### config.mk
export PLATFORM = sky130hd
export DESIGN_NAME = mem_port_arbiter
export DESIGN_NICKNAME = d
export VERILOG_FILES = /design/src/rtl/mem_port_arbiter.sv
export SDC_FILE = /design/constraint.sdc
export NUM_CORES = 1
export LEC_CHECK = 0
export BUFFER_PORTS_ARGS = -buffer_cell sky130_fd_sc_hd__buf_2
export CAP_MARGIN = 20
export CORE_ASPECT_RATIO = 1.1
export CORE_MARGIN = 1.5
export CORE_UTILIZATION = 42
export DETAILED_ROUTE_END_ITERATION = 8
export GPL_ROUTABILITY_DRIVEN = 0
export PLACE_DENSITY = 0.76
export SLEW_MARGIN = 40
export SYNTH_ARGS = -nofsm -noshare
export SYNTH_HDL_FRONTEND = slang
export SYNTH_SLANG_ARGS = --single-unit
### constraint.sdc
create_clock -name CLK -period 1.98 [get_ports CLK]
set_input_delay 0.396 -clock CLK [delete_from_list [all_inputs] [get_ports CLK]]
set_output_delay 0.396 -clock CLK [all_outputs]
set_load 0.005 [all_outputs]
### src/rtl/mem_port_arbiter.sv
// Shares one memory port between instruction fetch (I) and data access (D), one access at a time.
// Build option ARB_ROUND_ROBIN_EN: alternate grants on simultaneous requests (default: D has priority).
module mem_port_arbiter #(
   parameter int ADDR_W  = 32,
   parameter int DATA_W  = 32,
   parameter int TIMEOUT = 255
) (
   input  logic              CLK,
   input  logic              RESET,
   input  logic              I_READ,
   input  logic [ADDR_W-1:0] I_ADDRESS,
   output logic [DATA_W-1:0] I_READDATA,
   output logic              I_BUSYWAIT,
   input  logic              D_READ,
   input  logic              D_WRITE,
   input  logic [ADDR_W-1:0] D_ADDRESS,
   input  logic [DATA_W-1:0] D_WRITEDATA,
   output logic [DATA_W-1:0] D_READDATA,
   output logic              D_BUSYWAIT,
   output logic              M_READ,
   output logic              M_WRITE,
   output logic [ADDR_W-1:0] M_ADDRESS,
   output logic [DATA_W-1:0] M_WRITEDATA,
   input  logic [DATA_W-1:0] M_READDATA,
   input  logic              M_BUSYWAIT,
   output logic              ERR
);

   // state  | meaning
   // IDLE   | no access in flight; arbitrate at the next edge
   // ACCESS | memory strobe held, waiting for M_BUSYWAIT low
   // DONE   | one cycle; granted side released, READDATA valid
   typedef enum logic [1:0] {ST_IDLE, ST_ACCESS, ST_DONE} state_t;

   localparam logic       GNT_I     = 1'b0;
   localparam logic       GNT_D     = 1'b1;
   localparam logic [7:0] TIMEOUT_C = 8'(TIMEOUT);

   state_t              state_q, state_d;
   logic                grant_q, grant_d;
   logic                m_read_q, m_read_d;
   logic                m_write_q, m_write_d;
   logic [ADDR_W-1:0]   m_address_q, m_address_d;
   logic [DATA_W-1:0]   m_writedata_q, m_writedata_d;
   logic [DATA_W-1:0]   i_readdata_q, i_readdata_d;
   logic [DATA_W-1:0]   d_readdata_q, d_readdata_d;
   logic [7:0]          cnt_q, cnt_d;
   logic                err_q, err_d;
   logic                req_i, req_d, gnt_sel;

`ifdef ARB_ROUND_ROBIN_EN
   logic                last_grant_q, last_grant_d;
`endif

   assign req_i = I_READ;
   assign req_d = D_READ | D_WRITE;

`ifdef ARB_ROUND_ROBIN_EN
   assign gnt_sel = (req_i & req_d) ? ~last_grant_q : req_d;
`else
   assign gnt_sel = req_d;
`endif

   always_comb begin
      state_d       = state_q;
      grant_d       = grant_q;
      m_read_d      = m_read_q;
      m_write_d     = m_write_q;
      m_address_d   = m_address_q;
      m_writedata_d = m_writedata_q;
      i_readdata_d  = i_readdata_q;
      d_readdata_d  = d_readdata_q;
      cnt_d         = cnt_q;
      err_d         = err_q;
`ifdef ARB_ROUND_ROBIN_EN
      last_grant_d  = last_grant_q;
`endif
      case (state_q)
         ST_IDLE: begin
            if (req_i | req_d) begin
               state_d = ST_ACCESS;
               grant_d = gnt_sel;
               cnt_d   = 8'd0;
`ifdef ARB_ROUND_ROBIN_EN
               last_grant_d = gnt_sel;
`endif
               if (gnt_sel == GNT_D) begin
                  // a simultaneous READ+WRITE is treated as a write
                  m_read_d      = ~D_WRITE;
                  m_write_d     = D_WRITE;
                  m_address_d   = D_ADDRESS;
                  m_writedata_d = D_WRITEDATA;
               end else begin
                  m_read_d    = 1'b1;
                  m_write_d   = 1'b0;
                  m_address_d = I_ADDRESS;
               end
            end
         end
         ST_ACCESS: begin
            cnt_d = (cnt_q == 8'hFF) ? cnt_q : cnt_q + 8'd1;
            if (cnt_d >= TIMEOUT_C) begin
               err_d = 1'b1;
            end
            if (!M_BUSYWAIT && (cnt_q != 8'd0)) begin
               state_d   = ST_DONE;
               m_read_d  = 1'b0;
               m_write_d = 1'b0;
               // a requester that dropped its request mid-access gets nothing
               if (m_read_q) begin
                  if (grant_q == GNT_D && D_READ && !D_WRITE) begin
                     d_readdata_d = M_READDATA;
                  end else if (grant_q == GNT_I && I_READ) begin
                     i_readdata_d = M_READDATA;
                  end
               end
            end
         end
         ST_DONE: begin
            state_d = ST_IDLE;
         end
         default: begin
            state_d = ST_IDLE;
         end
      endcase
   end

   always_ff @(posedge CLK) begin
      if (!RESET) begin
         state_q       <= ST_IDLE;
         grant_q       <= GNT_I;
         m_read_q      <= 1'b0;
         m_write_q     <= 1'b0;
         m_address_q   <= '0;
         m_writedata_q <= '0;
         i_readdata_q  <= '0;
         d_readdata_q  <= '0;
         cnt_q         <= 8'd0;
         err_q         <= 1'b0;
`ifdef ARB_ROUND_ROBIN_EN
         last_grant_q  <= GNT_I;
`endif
      end else begin
         state_q       <= state_d;
         grant_q       <= grant_d;
         m_read_q      <= m_read_d;
         m_write_q     <= m_write_d;
         m_address_q   <= m_address_d;
         m_writedata_q <= m_writedata_d;
         i_readdata_q  <= i_readdata_d;
         d_readdata_q  <= d_readdata_d;
         cnt_q         <= cnt_d;
         err_q         <= err_d;
`ifdef ARB_ROUND_ROBIN_EN
         last_grant_q  <= last_grant_d;
`endif
      end
   end

   assign I_BUSYWAIT  = req_i & ~((state_q == ST_DONE) & (grant_q == GNT_I));
   assign D_BUSYWAIT  = req_d & ~((state_q == ST_DONE) & (grant_q == GNT_D));
   assign M_READ      = m_read_q;
   assign M_WRITE     = m_write_q;
   assign M_ADDRESS   = m_address_q;
   assign M_WRITEDATA = m_writedata_q;
   assign I_READDATA  = i_readdata_q;
   assign D_READDATA  = d_readdata_q;
   assign ERR         = err_q;

endmodule

After elaboration in Yosys (flattened, before gate mapping)
Index checks and enable logic that the tools add are counted.
{"block": "totals", "ff_bits": 142, "inputBits": 134, "output_inout_bits": 133, "elab_cells": 59}
{"block": "op_classes", "n_addsub": 1, "magnitude_cmp": 1, "eq_ne": 5, "mux": 14, "bitwise": 11, "reduce_logical": 17}
{"op": "32-bit 2-to-1 mux", "n": 1}
{"op": "8-bit 2-to-1 mux", "n": 2}
{"op": "8-bit one-hot mux with 2 select lines", "n": 1}
{"op": "8-bit by 1-bit adder with 8-bit output (second input constant)", "n": 1}
{"op": "8-bit equality test (second input constant)", "n": 1}
{"op": "8-bit >= comparator (second input constant)", "n": 1}
{"op": "2-bit AND reduction", "n": 4}
{"op": "8-bit nonzero test", "n": 1}
{"op": "3-bit AND reduction", "n": 2}
{"op": "1-bit 2-to-1 mux", "n": 5}
{"op": "1-bit NOT", "n": 5}
{"op": "5-bit AND reduction", "n": 1}
{"op": "1-bit bitwise AND", "n": 4}
{"op": "1-bit logical AND", "n": 4}
{"op": "2-bit 2-to-1 mux", "n": 2}
{"op": "2-bit != test (second input constant)", "n": 2}
{"op": "1-bit one-hot mux with 2 select lines", "n": 2}
{"op": "2-bit one-hot mux with 2 select lines", "n": 1}
{"op": "4-bit AND reduction", "n": 1}
{"op": "2-bit by 1-bit equality test with 1-bit output (second input constant)", "n": 1}
{"op": "2-bit equality test (second input constant)", "n": 1}
{"op": "1-bit zero test", "n": 2}
{"op": "2-bit zero test", "n": 1}
{"op": "1-bit OR", "n": 2}
{"op": "2-bit nonzero test", "n": 1}

Logic depth before layout (Yosys ltp)
{"block": "logic_depth", "word_depth": 4, "mapped_depth": 7, "mapped_depth_nobuf": 6}

Least setup slack after synthesis
No wires, ideal clock.
{"block": "synth_timing", "path_type": "reg-to-reg", "startpoint": "register cnt_q[0]", "endpoint": "register d_readdata_q[10], in the netlist D_READDATA[10]", "arrival_time_ns": 1.725, "t_required_ns": 1.856, "path_slack_ns": 0.131, "stages_incl_launch_ff": 8, "n_path_buf": 1, "period_less_slack_ns": 1.849, "cell_sequence": "dfxtp_1 > inv_1 > ha_1 > nor4b_4 > a2111oi_4 > buf_6 > mux2i_1 > nor2_1"}
{"block": "synth_via", "elab_chain_cells": 3}
{"element": "start: declaration", "line_no": "47", "text": "logic [7:0] cnt_q, cnt_d;"}
{"element": "start signal: assignment", "line_no": "152", "text": "cnt_q <= cnt_d;"}
{"element": "8-bit nonzero test", "line_no": "105", "text": "if (!M_BUSYWAIT && (cnt_q != 8'd0)) begin"}
{"element": "1-bit logical AND", "line_no": "105"}
{"element": "4-bit AND reduction (no line)"}
{"element": "end signal: assignment", "line_no": "151", "text": "d_readdata_q <= d_readdata_d;"}
{"element": "end: declaration", "line_no": "46", "text": "logic [DATA_W-1:0] d_readdata_q, d_readdata_d;"}
Every way passes these cells.
A chain may end at the register's enable or synchronous reset.

Worst setup path in the final report
{"block": "layout_timing", "startpoint": "register cnt_q[1]", "endpoint": "register d_readdata_q[0], in the netlist D_READDATA[0]"}
The elaborated chain is that of the path after synthesis.

==> impl_metrics.env <==
export IMPL_clock_sinks=142
export IMPL_die_area_um2=14300
export IMPL_vias=5350
export IMPL_cts_tree="yes"
export IMPL_finalWirelength_um=15600
export IMPL_yosysSeqAreaShare=0.497
export IMPL_coreArea_um2=13300
export IMPL_rsz0062_at_grt="no"
export IMPL_cp_cell_sequence="inv_1 -> ha_2 -> nor4b_4 -> a2111oi_4 -> buf_4 -> clkbuf_16 -> mux2i_1 -> nor2_1"
export IMPL_pin_count=267
export IMPL_min_to="M_WRITEDATA[15]$_SDFFE_PN0P_"
export IMPL_vias_per_cell=4.91
export IMPL_nFillCells=1206
export IMPL_route_detailed_drc=0
export IMPL_syn_nets=772
export IMPL_cts_buffers=17
export IMPL_slew_headroom=0.681
export IMPL_holdWs_ns=0.211
export IMPL_r2r_end="D_READDATA[0]$_SDFFE_PN0P_"
export IMPL_async_flop_share=0
export IMPL_multiInputGateArea_um2=2580
export IMPL_hp_class="in -> reg"
export IMPL_grt_pass1_vias=5078
export IMPL_status="complete, no violations"
export IMPL_crit_path_end_kind="flip-flop"
export IMPL_grt_pass1_wl_um=24400
export IMPL_seqCellArea_um2=2840
export IMPL_antenna_found_initial=1
export IMPL_vdd_drop_max_mv=0.616
export IMPL_setup_violations=0
export IMPL_die_h_um=125
export IMPL_wl_per_cell_um=14.3
export IMPL_reg2reg_from="cnt_q[1]$_SDFFE_PN0P_"
export IMPL_post_dp_hpwl_um=11300
export IMPL_path_class="reg -> reg"
export IMPL_finalHoldViolations=0
export IMPL_port_buffers=266
export IMPL_min_delay_path_depth=3
export IMPL_yosys_warnings=0
export IMPL_yosys_cell_types_count=42
export IMPL_track_usage=0.216
export IMPL_worst_r2r_setup_slack_ns=0.1
export IMPL_drtIter0Drc=389
export IMPL_cp_slowest_stage_delay_ns=0.35
export IMPL_worstPathMaxFanout=16
export IMPL_grt_remaining_overflow=0
export IMPL_fp_dieW_um=114
export IMPL_maxCapViolations=0
export IMPL_setup_tns_ns=0
export IMPL_drive_gt1_frac=0.369
export IMPL_cp_arrival_ns=2.19
export IMPL_p_leak_nw=3.58
export IMPL_synth_avg_cell_area_um2=8.99
export IMPL_drt_met1_wl_um=6320
export IMPL_clock_skew_ns=0.00589
export IMPL_required_ns=2.28
export IMPL_fin_nets=1028
export IMPL_clockBufferDepth=2
export IMPL_start_util=0.431
export IMPL_power_density_nw_per_um2=907
export IMPL_syn_inst=636
export IMPL_ys_seq_elements=142
export IMPL_critPathBufInv=3
export IMPL_antennaDiodeCount=0
export IMPL_min_period_over_period=0.952
export IMPL_synth_edff_count=0
export IMPL_critical_path_slowest_cell="dfxtp_2"
export IMPL_crit_family="buffers and inverters"
export IMPL_rr_worst_depth=8
export IMPL_first_pass_iters=4
export IMPL_stdcell_count=1089
export IMPL_ys_dominant_reg_cell="dfxtp_1"
export IMPL_cp_start_kind="flip-flop"
export IMPL_grt_max_degree=65
export IMPL_ant_nets=0
export IMPL_clkTransAtPathRegs_ns=0.06
export IMPL_post_place_cells=1055
export IMPL_wl_met2_um=7720
export IMPL_worst_pin_slew_ns=0.479
export IMPL_area_growth_pct=37.4
export IMPL_final_min_clock_period_ns=1.88
export IMPL_cts_htree_levels=4
export IMPL_syn_area_um2=5720
export IMPL_routed_top_layer="met4"
export IMPL_rows=44
export IMPL_clk_latency_ns=0.42
export IMPL_cts_root_buf="clkbuf_16"
export IMPL_wl_met3_um=1370
export IMPL_fmaxAchievable_ghz=0.531
export IMPL_drv_slew=0
export IMPL_hold_buffers=0
export IMPL_hold_start="D_WRITEDATA[15]"
## report_power, final
| group | switching (mW) | internal (mW) | leakage (nW) |
|---|---|---|---|
| Clock | 1.26 | 1.95 | 0.289 |
| Sequential | 0.0737 | 3.01 | 1.16 |
| Combinational | 0.470 | 0.375 | 2.13 |
## layout make-up
class	instances	share of cell area
flip-flops and latches	142	0.362
multi-input cells	438	0.328
repair buffers	287	0.200
clock buffers	19	0.0576
well taps	184	0.0293
clock inverters	13	0.0197
inverters	6	0.00318
## metrics by stage
step                instance area (um2)  setup slack (ns)  utilization  total power, mW
finish                             7860            0.0959        0.592             7.13
global route                       7860           0.00786        0.592             7.46
CTS                                7820            0.0787        0.589             7.20
detailed placement                 7210             0.106        0.543             3.99
global placement                   7210             0.135        0.543             3.98
floorplan                          5720             0.131            -             3.58
## flip-flops by register name, indices dropped and copies added, names as in the netlist
| signal | count |
|---|---|
| D_READDATA | 32 |
| I_READDATA | 32 |
| M_ADDRESS | 32 |
| M_WRITEDATA | 32 |
| cnt_q | 8 |
| state_q | 2 |
| ERR | 1 |
| M_READ | 1 |
| M_WRITE | 1 |
| grant_q | 1 |
## Yosys cell counts (2+ instances only)
library cell   count  area, um2
mux2i_1           67        671
a21oi_1           40        200
a2111oi_4          2       55.1
nor2_1           103        387
nand4_1            3       18.8
nand3_1            6       30.0
a311oi_1          34        298
nor3_1             4       20.0
buf_6             10        113
buf_2             10       50.1
a211oi_1           2       15.0
and3_1             6       37.5
nand2_1          139        522
inv_1              5       18.8
a31oi_1            3       18.8
dfxtp_1          142       2840
clkbuf_1          20       75.1
dlygate4sd1_1      7       61.3
o21ai_0            5       25.0
nor4_1             3       18.8
buf_1              3       11.3
ha_1               2       25.0
## logic make-up (layout without fill, tap and decap cells)
kind of cell | after synthesis | count (layout) | synth area share
xor+xnor | 1 | 1 | 0.00153
buf+inv | 56 | 325 | 0.0582
flops | 142 | 142 | 0.497
fa+ha+maj | 2 | 2 | 0.00437
mux | 68 | 68 | 0.119
compound gates | 94 | 94 | 0.119
simple gates | 273 | 273 | 0.201
## worst min-delay path, stage by stage
cell	delay [ns]
buf_2	0.09
nand2_1	0.04
a21oi_1	0.05
## cell usage in the layout (no fill, tap or decap), types with 2 or more instances in the layout
| cell type | Yosys | final |
|---|---|---|
| clkinvlp_4 | 0 | 3 |
| mux2i_1 | 67 | 66 |
| bufinv_16 | 0 | 2 |
| buf_4 | 0 | 14 |
| inv_1 | 5 | 5 |
| a2111oi_4 | 2 | 2 |
| o21ai_0 | 5 | 5 |
| a211oi_1 | 2 | 2 |
| a311oi_1 | 34 | 34 |
| nand2_1 | 139 | 139 |
| buf_12 | 0 | 5 |
| dfxtp_1 | 142 | 141 |
| nand3_1 | 6 | 6 |
| clkbuf_8 | 0 | 2 |
| nor2_1 | 103 | 102 |
| inv_6 | 0 | 4 |
| and3_1 | 6 | 6 |
| buf_2 | 10 | 266 |
| nor3_1 | 4 | 3 |
| nor4_1 | 3 | 3 |
| clkinv_4 | 0 | 3 |
| a21oi_1 | 40 | 40 |
| a31oi_1 | 3 | 3 |
| nand4_1 | 3 | 3 |
| clkbuf_16 | 0 | 18 |
## per-layer routing
metal | vias up | global-route usage
met4 | 0 | 0.0728
met3 | 15 | 0.0848
met5 | - | 0
li1 | 2687 | -
met1 | 2430 | 0.235
met2 | 218 | 0.380
## timing repair
| action | in CTS | in global routing |
|---|---|---|
| endpoints found under the setup margin | 0 | 15 |
| buffers inserted | 0 | 1 |
| gates resized for setup | 0 | 5 |
## worst max path at each step
stage	from	endpoint	slack (ns)	cells after the start
3_3_place_gp	M_BUSYWAIT	D_READDATA[0]$_SDFFE_PN0P_	0.13	6
4_1_cts	cnt_q[1]$_SDFFE_PN0P_	D_READDATA[0]$_SDFFE_PN0P_	0.08	7
3_5_place_dp	M_BUSYWAIT	D_READDATA[29]$_SDFFE_PN0P_	0.11	6
6_report	cnt_q[1]$_SDFFE_PN0P_	D_READDATA[0]$_SDFFE_PN0P_	0.1	8
2_1_floorplan	cnt_q[0]$_SDFFE_PN0P_	D_READDATA[10]$_SDFFE_PN0P_	0.13	7
5_1_grt	cnt_q[1]$_SDFFE_PN0P_	D_READDATA[1]$_SDFFE_PN0P_	0.008	8
Note: power is estimated with default switching activity, not from simulation.
